==> src/rtl/memory_arbiter.sv <==
// memory_arbiter: shares one RAM port between the instruction fetch and data load/store requesters.
// Define ARB_FAIR_EN to add a data-streak counter that bounds how long instruction fetch can be starved.
module memory_arbiter #(
    parameter int WORD_W          = 32,
    parameter int MAX_DATA_STREAK = 4
) (
    input  logic              CLK,
    input  logic              nRST,
    input  logic              iREN,
    input  logic [WORD_W-1:0] iaddr,
    output logic              iwait,
    output logic [WORD_W-1:0] iload,
    input  logic              dREN,
    input  logic              dWEN,
    input  logic [WORD_W-1:0] daddr,
    input  logic [WORD_W-1:0] dstore,
    output logic              dwait,
    output logic [WORD_W-1:0] dload,
    output logic              ramREN,
    output logic              ramWEN,
    output logic [WORD_W-1:0] ramaddr,
    output logic [WORD_W-1:0] ramstore,
    input  logic [WORD_W-1:0] ramload,
    input  logic [1:0]        ramstate
);
    // state  | meaning
    // IDLE   | no grant; RAM controls quiet, both waits high
    // DGRANT | data requester drives the RAM until ACCESS or it drops its request
    // IGRANT | instruction requester drives the RAM until ACCESS or it drops its request
    typedef enum logic [1:0] {
        IDLE   = 2'd0,
        DGRANT = 2'd1,
        IGRANT = 2'd2
    } state_t;

    localparam logic [1:0] RAM_ACCESS = 2'd2;

    if (MAX_DATA_STREAK < 1) begin : g_bad_streak
        $error("MAX_DATA_STREAK must be at least 1");
    end

    state_t state_q, state_d;
    logic   d_req;
    logic   ram_done;
    logic   d_done;
    logic   i_done;
    logic   force_i;

    assign d_req    = dREN | dWEN;
    assign ram_done = (ramstate == RAM_ACCESS);
    // A request that drops in the same cycle as ACCESS counts as an abort, not a completion.
    assign d_done   = (state_q == DGRANT) && d_req && ram_done;
    assign i_done   = (state_q == IGRANT) && iREN && ram_done;

`ifdef ARB_FAIR_EN
    localparam int                  STREAK_W   = $clog2(MAX_DATA_STREAK + 1);
    localparam logic [STREAK_W-1:0] STREAK_MAX = STREAK_W'(MAX_DATA_STREAK);

    logic [STREAK_W-1:0] streak_q, streak_d;

    always_comb begin
        streak_d = streak_q;
        if (!iREN || i_done) begin
            streak_d = '0;
        end else if (d_done && (streak_q != STREAK_MAX)) begin
            streak_d = streak_q + STREAK_W'(1);
        end
    end

    always_ff @(posedge CLK or negedge nRST) begin
        if (!nRST) begin
            streak_q <= '0;
        end else begin
            streak_q <= streak_d;
        end
    end

    assign force_i = (streak_q == STREAK_MAX);
`else
    assign force_i = 1'b0;
`endif

    always_ff @(posedge CLK or negedge nRST) begin
        if (!nRST) begin
            state_q <= IDLE;
        end else begin
            state_q <= state_d;
        end
    end

    always_comb begin
        state_d = state_q;
        case (state_q)
            IDLE: begin
                if (d_req && !(force_i && iREN)) begin
                    state_d = DGRANT;
                end else if (iREN) begin
                    state_d = IGRANT;
                end
            end
            DGRANT: begin
                if (!d_req || d_done) begin
                    state_d = IDLE;
                end
            end
            IGRANT: begin
                if (!iREN || i_done) begin
                    state_d = IDLE;
                end
            end
            default: state_d = IDLE;
        endcase
    end

    always_comb begin
        ramREN   = 1'b0;
        ramWEN   = 1'b0;
        ramaddr  = '0;
        ramstore = '0;
        iwait    = 1'b1;
        dwait    = 1'b1;
        iload    = '0;
        dload    = '0;
        case (state_q)
            DGRANT: begin
                ramaddr  = daddr;
                ramstore = dstore;
                ramWEN   = dWEN;
                ramREN   = dREN & ~dWEN;
                if (d_done) begin
                    dwait = 1'b0;
                    dload = ramload;
                end
            end
            IGRANT: begin
                ramaddr = iaddr;
                ramREN  = 1'b1;
                if (i_done) begin
                    iwait = 1'b0;
                    iload = ramload;
                end
            end
            default: ;
        endcase
    end

endmodule

==> config.mk <==
export PLATFORM = sky130hd
export DESIGN_NAME = memory_arbiter
export DESIGN_NICKNAME = d
export VERILOG_FILES = /design/src/rtl/memory_arbiter.sv
export SDC_FILE = /design/constraint.sdc
export NUM_CORES = 1
export LEC_CHECK = 0
export ABC_AREA = 1
export CAP_MARGIN = 20
export CORE_AREA = 8 8 97 99
export DETAILED_ROUTE_END_ITERATION = 8
export DIE_AREA = 0 0 105 107
export PLACE_DENSITY_LB_ADDON = 0.2
export RECOVER_POWER = 100
export SKIP_CTS_REPAIR_TIMING = 1
export SYNTH_ARGS = -nofsm -noshare
export SYNTH_HDL_FRONTEND = slang
export SYNTH_SLANG_ARGS = --single-unit
==> constraint.sdc <==
create_clock -name CLK -period 3.6 [get_ports CLK]
set_input_delay 1.08 -clock CLK [delete_from_list [all_inputs] [get_ports CLK]]
set_output_delay 1.08 -clock CLK [all_outputs]
set_load 0.05 [all_outputs]
After elaboration in Yosys (flattened, before gate mapping). Index checks and enable logic that the tools add are counted.

Register bits: 2. Output and inout port bits: 132. Logic and storage cells: 37.

Equal/unequal tests: 6. Mux-type cells: 17. Bitwise logic cells: 3. Reduce and logical (&&, ||, !) cells: 10.

Operator list (number): $mux W32 (5); $pmux W32 S2 (1); $mux W2 (4); $pmux W2 S3 (1); $mux W1 (5); $eq A2 B2 Y1 const B (2); $logic_and A1 B1 Y1 (4); $ne A2 B1 Y1 const B (2); $ne A3 B3 Y1 const B (1); $reduce_and A3 Y1 (1); $eq A2 B1 Y1 const B (1); $logic_not A1 Y1 (2); $logic_not A2 Y1 (1); $logic_or A1 B1 Y1 (2); $pmux W1 S2 (1); $and A1 B1 Y1 (1); $not A1 Y1 (1); $or A1 B1 Y1 (1).

Depth between registers and ports, before layout.
Depth in word-level cells: 6. Mapped depth: 8. Gate-level depth less buffers: 6.

Worst setup path after synthesis. OpenSTA, ideal clock, no wires.

Path kind: input-to-output. Start: input port ramstate[0]. End: output port iload[22]. Arrival time: 2.220 ns. Required time: 2.520 ns. Path slack: 0.300 ns. Cell stages on the path: 4. Path buffers: 1. Cell sequence: inv_1 -> nand4_4 -> buf_6 -> nor2_1.

Longest elaborated chain between the ends: 4.

RTL lines: from (decl) (line 24) `input logic [1:0] ramstate`; $eq A2 B2 Y1 (line 50) `assign ram_done = (ramstate == RAM_ACCESS);`; $logic_and A1 B1 Y1 (line 53) `assign i_done = (state_q == IGRANT) && iREN && ram_done;`; $mux W32 (line 138) `if (i_done) begin`; $mux W32 (line 124) `case (state_q)`; to (decl) (line 12) `output logic [WORD_W-1:0] iload,`.

Every way passes these cells.

Final worst setup path.
Start: input port ramstate[1]. End: output port iload[31].

The elaborated chain is that of the path after synthesis.

==> run metrics <==
share of cells above drive strength 1 0.144; Inserted Clock Buffers 3; Tcrit/Tclk final 0.983; internal power 0.635 mW; RR Startpoint state_q[0]$_DFFE_PN0P_; Max Slew Vio Count 0; Hold Vio Cnt, Final 0; Ant. Diodes 0; GRT Resource Usage Total 0.190; most frequent cells after synthesis nand2_1 (102), inv_1 (72), nor2_1 (36), a21oi_1 (32), nor2_2 (31); main flop type after synthesis dfrtp_1; Placer Congestion 0.772; largest net degree at the start of global routing 69; clk slew on worst S/H paths 0.03 ns; worst reg2reg path endpoint state_q[1]$_DFFE_PN0P_; drc violations 0; worst slew pin tran 1.02 ns; cell with the most instances after synthesis nand2_1; Fillers 800; Sw Share 0.686; fin worst setup slack 0.0615 ns; count of cell types in the netlist 18; Die Ht 107 um; CP Buf/Inv Count 3; initial antenna violation count 0; R2R depth 7; crit path cell chain clkdlybuf4s50_1, nand4_4, buf_4, nor2_1, clkbuf_2; synthesized area 0.00148 mm2; Hold Startpoint state_q[0]$_DFFE_PN0P_; Fin Clk Skew 0.000402 ns; worst vdd ir 566 uV; power share of the combinational group 0.938; vias after detailed routing 2769; top flop regs state_q x2; Routed Antenna Nets 0; fraction of registers with async set/reset 1.00; worst path required time 2.52 ns; DR pass1 iterations 4; area delta synth->final 185%; drt wl/cell 17.4 um; CTS HTree Levels 1; core footprint 0.00793 mm2; Critical Path Start Type input pin; final hold slack 0.527 ns; Nets 703; Net Sw Power 1.39 mW; R2R Setup Slk 2.10 ns; Pwr per Cell Area 479 mW/mm2; min-delay worst type reg2reg; final core occ 0.533; max reg flops 2; critical path type in2out; row count 33; RSZ-0062 raised after global routing no; CP delay by family, top buffers and inverters; setup TNS 0 ns; Hold EP state_q[0]$_DFFE_PN0P_; grt total ovfl 0; PortBufs 266; die area 0.0112 mm2; Clock power frac 0.044; FF+latch count, synth 2; most flop-heavy register state_q; syn nets 448; Die Width 105 um; Hold Path Depth 2; initial DRC count 97; share of the synthesized area in the top cell type 0.259; final wirelength 11600 um; clk buf depth 2; Syn Inst Count 310; Clock Latency Late Sink 0.21 ns; DP Area 0.00549 mm2; CTS tree yes; top cells by area, synth nand2_1 (26%), inv_1 (18%), nor2_2 (13%); CTS root buf clkbuf_8; Mean Syn Cell Area 4.77 um2; via/cell ratio 4.15; CP max stage delay 0.60 ns; min Tclk post-route 3.54 ns; CTS Sinks 2; Static Leakage 2.52 nW; number of global-route vias before repair 2835; DP HPWL 10100 um; YS warnings 0; relative slew slack 0.321; I/O pins 267; max cap viols 0; CP max-delay cell clkdlybuf4s50_1; Post-synth EDFFs 0; Seq/Total Area, Yosys 0.0338; setup violators final 0; CP max FO 21; outcome completed; CP endpoint kind output port; post-place setup slack 0.0852 ns; critical path arrival 2.46 ns; sequential share of power 0.018; critical path depth 5; largest area contributor in the netlist nand2_1; Peak Freq 283 MHz; first-pass GRT wire length 17000 um; Design Area, Final 0.00422 mm2; Starting Density 0.187
## through the flow
step | power, mW | instances
final | 2.02 | 668
after floorplan | 1.34 | 310
after global placement | 2.63 | 665
after global routing | 2.14 | 668
after CTS | 2.75 | 668
after detailed placement | 2.66 | 665
## layer usage
metal	part of all wire	vias up	GRT usage
met3	0.068	10	0.0510
li1	-	1392	-
met5	0	-	0
met4	0.013	0	0.0408
met1	0.38	1241	0.194
met2	0.54	126	0.373
## tightest hold or removal path: cells and delay by family (launching register included)
kind / cells / cell delay, ns
flops: 1 / 0.36
simple gates: 2 / 0.13
## power by group through the flow
stage,registers [mW],logic [mW],clock network (mW)
finish,0.0361,1.90,0.0891
detailed placement,0.0366,2.62,0
CTS,0.0364,2.63,0.0912
global route,0.0369,2.01,0.0906
floorplan,0.0350,1.31,0
global placement,0.0357,2.59,0
## area by class of cell
type                    instances  area, um2  area share
inverters                      73        274      0.0649
multi-input cells             214        932       0.221
well taps                     105        131      0.0311
repair buffers                271       2800       0.662
flip-flops and latches          2       50.0      0.0118
clock buffers                   3       41.3     0.00977
## cells in the final DEF, fill, tap and decap left out, types with 3 or more instances in the layout
cell type	synthesis	final
clkbuf_8	0	3
a21oi_1	32	32
clkdlybuf4s50_1	0	133
inv_1	72	72
nand3_1	3	3
nor2_1	36	67
buf_4	4	5
buf_12	0	40
nand2_1	102	102
dlymetal6s2s_1	0	27
clkbuf_2	0	26
clkbuf_1	0	38
## worst max path at each step
stage / startpoint / to / slack [ns]
floorplan: ramstate[0] / iload[22] / 0.30
global route: ramstate[1] / iload[22] / 0.01
global placement: ramstate[1] / iload[23] / 0.11
detailed placement: ramstate[1] / iload[20] / 0.09
finish: ramstate[1] / iload[31] / 0.06
CTS: ramstate[1] / iload[20] / 0.08
## cell families (layout without fill, tap and decap cells)
group / Yosys count / in the layout / synth area share
adder cells (fa/ha/maj): 3 / 3 / 0.0254
AO/OA/AOI/OAI: 33 / 33 / 0.112
flip-flops: 2 / 2 / 0.0338
AND/OR/NAND/NOR: 178 / 178 / 0.543
buffers and inverters: 94 / 347 / 0.286
No activity file was read; power rests on OpenSTA's default activity.
